<file path="src/rtl/pr_free_list.sv">
// -----------------------------------------------------------------------------
// pr_free_list
//   Circular free list of physical register (PR) numbers for the rename stage.
//   The head supplies p_rd_new to the map table at dispatch. Free PRs come back
//   at the tail from two sources:
//     - retirement, which returns the previous mapping of the committing
//       instruction;
//     - recovery walk-back, which returns the p_rd of squashed instructions.
//
// Ports
//   clk, rst            rising-edge clock, asynchronous active-high reset
//   alloc_req           dispatch wants a new PR this cycle
//   recover             recovery in progress; no grants are given
//   p_rd_new            PR at head of list (valid when !fl_empty)
//   alloc_gnt           allocation taken this cycle
//   fl_empty            no free PR held
//   fl_count            number of free PRs held, 0..DEPTH
//   retire_free/_pr     free a PR from the committing instruction
//   flush_free/_pr      free a PR from the ROB walk-back entry
//   fl_overflow         sticky flag: a free was dropped because the list was full
// -----------------------------------------------------------------------------
module pr_free_list #(
  parameter int NUM_PR = 64,
  parameter int NUM_LR = 32,
  parameter int PR_W   = 6
) (
  input  logic            clk,
  input  logic            rst,
  input  logic            alloc_req,
  input  logic            recover,
  output logic [PR_W-1:0] p_rd_new,
  output logic            alloc_gnt,
  output logic            fl_empty,
  output logic [PR_W-1:0] fl_count,
  input  logic            retire_free,
  input  logic [PR_W-1:0] retire_pr,
  input  logic            flush_free,
  input  logic [PR_W-1:0] flush_pr,
  output logic            fl_overflow
);

  localparam int DEPTH = NUM_PR - NUM_LR;
  localparam int PTR_W = $clog2(DEPTH);
  localparam logic [PTR_W:0] FULL_C = (PTR_W+1)'(DEPTH);
  localparam logic [PTR_W:0] ZERO_C = {(PTR_W+1){1'b0}};

  logic [PR_W-1:0]  entry_r [DEPTH];
  logic [PTR_W-1:0] head_r;
  logic [PTR_W-1:0] tail_r;
  logic [PTR_W:0]   cnt_r;
  logic             ovf_r;

  logic             gnt_s;
  logic             ret_ok_s;
  logic             fl_ok_s;
  logic             drop_s;
  logic [PTR_W:0]   cnt_pop_s;
  logic [PTR_W:0]   cnt_ret_s;
  logic [PTR_W:0]   cnt_next_s;
  logic [PTR_W-1:0] fl_slot_s;
  logic [PTR_W-1:0] tail_next_s;

  // Grant and push acceptance. Capacity is checked in the order pop, retire
  // push, flush push, so a pop in the same cycle makes room for one push.
  // There is no bypass: a grant depends only on the registered count.
  always_comb begin
    gnt_s       = alloc_req && !recover && (cnt_r != ZERO_C);
    cnt_pop_s   = cnt_r - {{PTR_W{1'b0}}, gnt_s};
    ret_ok_s    = retire_free && (cnt_pop_s < FULL_C);
    cnt_ret_s   = cnt_pop_s + {{PTR_W{1'b0}}, ret_ok_s};
    fl_ok_s     = flush_free && (cnt_ret_s < FULL_C);
    cnt_next_s  = cnt_ret_s + {{PTR_W{1'b0}}, fl_ok_s};
    // Flush push lands one slot past the retire push when both are taken.
    fl_slot_s   = tail_r + {{(PTR_W-1){1'b0}}, ret_ok_s};
    tail_next_s = fl_slot_s + {{(PTR_W-1){1'b0}}, fl_ok_s};
    drop_s      = (retire_free && !ret_ok_s) || (flush_free && !fl_ok_s);
  end

  // Storage: reset loads PRs NUM_LR..NUM_PR-1; accepted pushes write at tail.
  // When full, a pop frees the head slot which equals tail, so the write there
  // at the edge does not disturb the value read out this cycle.
  always_ff @(posedge clk or posedge rst) begin
    if (rst) begin
      for (int i = 0; i < DEPTH; i++) begin
        entry_r[i] <= PR_W'(NUM_LR + i);
      end
    end else begin
      if (ret_ok_s) begin
        entry_r[tail_r] <= retire_pr;
      end
      if (fl_ok_s) begin
        entry_r[fl_slot_s] <= flush_pr;
      end
    end
  end

  // Pointers, count and sticky overflow flag.
  always_ff @(posedge clk or posedge rst) begin
    if (rst) begin
      head_r <= {PTR_W{1'b0}};
      tail_r <= {PTR_W{1'b0}};
      cnt_r  <= FULL_C;
      ovf_r  <= 1'b0;
    end else begin
      head_r <= head_r + {{(PTR_W-1){1'b0}}, gnt_s};
      tail_r <= tail_next_s;
      cnt_r  <= cnt_next_s;
      ovf_r  <= ovf_r | drop_s;
    end
  end

  assign p_rd_new    = entry_r[head_r];
  assign alloc_gnt   = gnt_s;
  assign fl_empty    = (cnt_r == ZERO_C);
  assign fl_count    = PR_W'(cnt_r);
  assign fl_overflow = ovf_r;

endmodule

</file>
<file path="config.mk">
export PLATFORM = sky130hd
export DESIGN_NAME = pr_free_list
export DESIGN_NICKNAME = d
export VERILOG_FILES = /design/src/rtl/pr_free_list.sv
export SDC_FILE = /design/constraint.sdc
export NUM_CORES = 1
export LEC_CHECK = 0
export CORE_MARGIN = 3
export CORE_UTILIZATION = 54
export DETAILED_ROUTE_END_ITERATION = 16
export GPL_TIMING_DRIVEN = 0
export PLACE_DENSITY_LB_ADDON = 0.25
export SYNTH_ARGS = -nofsm -noshare
export SYNTH_HDL_FRONTEND = slang
export SYNTH_SLANG_ARGS = --single-unit
</file>
<file path="constraint.sdc">
create_clock -name clk -period 14.5 [get_ports clk]
set_input_delay 2.9 -clock clk [delete_from_list [all_inputs] [get_ports clk]]
set_output_delay 2.9 -clock clk [all_outputs]
set_load 0.03 [all_outputs]
</file>
==> results.py <==
metrics = {
    "timing": {
        "tns_ps": 0,
        "hold_violations": 0,
        "drv_slew": 0,
        "rsz0062_at_grt": "no",
        "finalWorstSetupSlack_ps": 6770,
        "relSlewSlack_pct": 6.94,
        "period_needed_ps": 7730,
        "fmax_mhz": 129,
        "fin_skew_ps": 6.61,
        "finalSetupViolations": 0,
        "finalCritPeriodShare_pct": 53.3,
        "tightest_slew_ps": 1380,
    },
    "place": {
        "routabilityCongestion": 0.935,
        "dp_worst_setup_slack_ps": 6230,
        "dpl.cell_count": 1312,
        "place.detailed.hpwl_um": 26100,
        "io_buffers": 30,
    },
    "synthesis": {
        "synth.avg_cell_area_sq_um": 13.6,
        "yosys.area_share.simple_pct": 5.46,
        "ys_top_cells_by_area": "mux2_2 (34%), dfstp_2 (23%), dfrtp_1 (18%)",
        "synth_cell_type_count": 59,
        "synthesis.area_sq_um": 13100,
        "yosysTopAreaCellShare_pct": 33.6,
        "synth_xor_area_share_pct": 1.41,
        "synth-edff-count": 0,
        "synth-main-ff-cell": "dfstp_2",
        "async_reset_ff_share_pct": 100,
        "yosysSeqAreaShare_pct": 41.1,
        "syn_inst": 960,
        "ys_warn_count": 0,
        "synth-compound-area-share_pct": 4.08,
        "synth_seq_cells": 209,
        "synth_top_family_by_area": "multiplexers",
        "netlist.top_cell.by_area": "mux2_2",
        "syn_nets": 988,
        "muxShareOfSynthArea_pct": 44.0,
        "synth_fa_ha_area_share_pct": 0.957,
    },
    "worst_setup_path": {
        "worst_setup_path_end_kind": "register",
        "r2r_setup_slack_ps": 8650,
        "cp.required_ps": 14910,
        "cpMostUsedCell": "ha_1",
        "cp-start-kind": "input port",
        "r2r_cells": 19,
        "r2r-end": "entry_r[134]$_DFF_PP0_",
        "timing.rr.start": "fl_count[3]$_DFF_PP0_",
        "crit_type": "in -> reg",
        "crit_family": "simple AND/OR/NAND/NOR gates",
        "critical_path_buf_inv_count": 4,
        "path_max_fanout": 10,
        "max_stage_delay_ps": 670,
        "worst_ep_arrival_time_ps": 8140,
        "crit_slowest_cell": "nor3_1",
        "cp_cell_sequence": "clkdlybuf4s50_1 -> nor3b_1 -> ha_1 -> inv_1 -> o21ai_2 -> and3_1 -> ha_1 -> ha_1 -> buf_1 -> xor2_1 -> clkbuf_1 -> nor3_1 -> o21ai_0 -> a21oi_1 -> mux2_2",
    },
    "hold_path": {
        "hold_path_class": "reg -> reg",
        "whs_path_depth": 1,
        "hold_end": "fl_overflow$_DFF_PP0_",
        "worst_hold_startpoint": "fl_overflow$_DFF_PP0_",
    },
    "die": {
        "pin_count": 33,
        "row_count": 56,
        "die_area_sq_um": 26100,
        "initial_core_util_pct": 55.4,
        "die_y_um": 162,
        "fp.coreArea_sq_um": 23600,
        "dieWidth_um": 162,
    },
    "pwr": {
        "power.density_nw_per_um2": 227,
        "leakage_nw": 5.69,
        "p_int_mw": 2.18,
        "power_frac_seq_pct": 33.4,
        "ir_worst_vdd_v": 0.000127,
        "sw_frac_of_total_pct": 34.5,
        "p_clk_share_pct": 18.3,
        "switchingPower_mw": 1.15,
        "p_comb_share_pct": 48.3,
    },
    "layout": {
        "layout.cells.most_common_list": "mux2_2 (390), dfstp_2 (113), dfrtp_1 (96)",
        "antenna_cells": 0,
        "area_delta_synth_final_pct": 12.0,
        "drive_above_1_share_pct": 61.1,
        "final_nets": 1047,
        "nFillCells": 1864,
        "final_cell_count_no_fill": 1356,
        "final_common_cell": "mux2_2",
    },
    "global_route": {
        "grt-ovfl-total": 0,
        "grt_pass1_wl_um": 56200,
        "grt_pass1_vias": 9018,
        "antenna_found_initial": 1,
        "grt_use_total_pct": 28.7,
        "grt_max_degree": 118,
    },
    "clocking": {
        "cts.path.max_buffers": 3,
        "cts_setup_buffers": 0,
        "cts_buffers": 24,
        "cts_resized": 0,
        "cts-root-buf": "clkbuf_16",
        "clk_latency_ps": 520,
        "cts_tree": "built",
        "ctsHoldBuffers": 0,
        "clkSinkCount": 209,
        "clk_pin_slew_ps": 60,
        "h-tree-depth": 1,
    },
    "route": {
        "drtIter0Drc": 700,
        "wirelength_um": 37200,
        "drc_errors": 0,
        "ant_nets": 0,
        "vias": 8747,
        "viasPerCell": 6.45,
        "drt_first_pass_iters": 5,
        "wl_per_cell_um": 27.4,
    },
    "outcome": {
        "outcome": "finished clean",
    },
    "run": {
        "cap_violations": 0,
    },
}
-- sequential cells by signal, indices dropped and copies added (netlist names) --
| register | flops |
|---|---|
| tail_r | 5 |
| fl_count | 6 |
| head_r | 5 |
| entry_r | 192 |
| fl_overflow | 1 |
-- stage by stage --
step	total power, mW	instance area [sq um]	util [%]	hold slack [ps]
2_1_floorplan	2.27	13100	-	517
6_report	3.33	14600	62.0	487
3_3_place_gp	2.65	13800	58.3	473
3_5_place_dp	2.70	13900	58.7	477
5_1_grt	3.48	14600	62.0	545
4_1_cts	3.32	14600	62.0	490
-- worst max-delay path by stage --
stage	start	endpoint	slack (ps)	cells past startpoint
final	alloc_req	entry_r[134]$_DFF_PP0_	6770	15
after global routing	alloc_req	entry_r[134]$_DFF_PP0_	6380	15
after CTS	alloc_req	entry_r[134]$_DFF_PP0_	6740	15
after detailed placement	alloc_req	entry_r[133]$_DFF_PP0_	6230	15
after global placement	rst	entry_r[157]$_DFF_PP0_	3050	2
after floorplan	rst	entry_r[100]$_DFF_PP0_	6080	1
-- Yosys cell counts, types with 2 or more instances --
cell,n
o21ai_0,8
o21ai_1,9
clkbuf_1,67
nor2b_1,5
xnor2_1,17
a2111oi_4,3
nand3b_1,6
xor2_1,4
buf_1,13
buf_2,5
o21bai_1,2
mux4_2,60
nand4_1,2
a2111o_1,3
nor3b_1,8
o2111ai_1,4
nor4_1,5
and3_1,3
or3_1,2
buf_6,3
nand3_1,8
a21oi_1,9
nor3_1,12
dfstp_2,113
o211ai_1,10
and3b_1,2
nand2b_1,2
nand2_1,12
ha_1,10
nor4b_1,3
or4_1,12
nor2_1,11
mux2_2,390
nor4b_2,9
dfrtp_1,96
inv_1,9
-- layer usage --
layer  up-vias  GRT usage, %  part of all wire, %
met1      4560          40.0                   43
met4         0          10.8                  4.1
met2       300          46.1                   47
met3        85          4.13                  6.2
met5         -             0                    0
li1       3802             -                    -
-- area by class of cell --
class	count	area (sq um)	share of cell area, %
plain buffers	88	359	2.45
clock buffers	40	742	5.07
clock inverters	4	45.0	0.308
inverters	9	41.3	0.282
multi-input cells	654	7350	50.2
flip-flops and latches	209	5370	36.7
well taps	319	399	2.73
repair buffers	33	343	2.34
-- power by group through the flow --
| stage | clock network [mW] | logic [mW] | registers [mW] |
|---|---|---|---|
| finish | 0.610 | 1.61 | 1.11 |
| global route | 0.642 | 1.70 | 1.14 |
| CTS | 0.617 | 1.60 | 1.11 |
| detailed placement | 0 | 1.59 | 1.11 |
| global placement | 0 | 1.55 | 1.10 |
| floorplan | 0 | 1.19 | 1.07 |
-- kinds of logic after synthesis --
| kind of cell | count (synthesis) |
|---|---|
| muxes | 451 |
| DFF | 209 |
| and+or+nand+nor | 106 |
| buffers and inverters | 97 |
| AOI/OAI and AO/OA | 66 |
| xor gates and xnor gates | 21 |
| adders and majority gates | 10 |
Power figures use the tool's default switching activity.
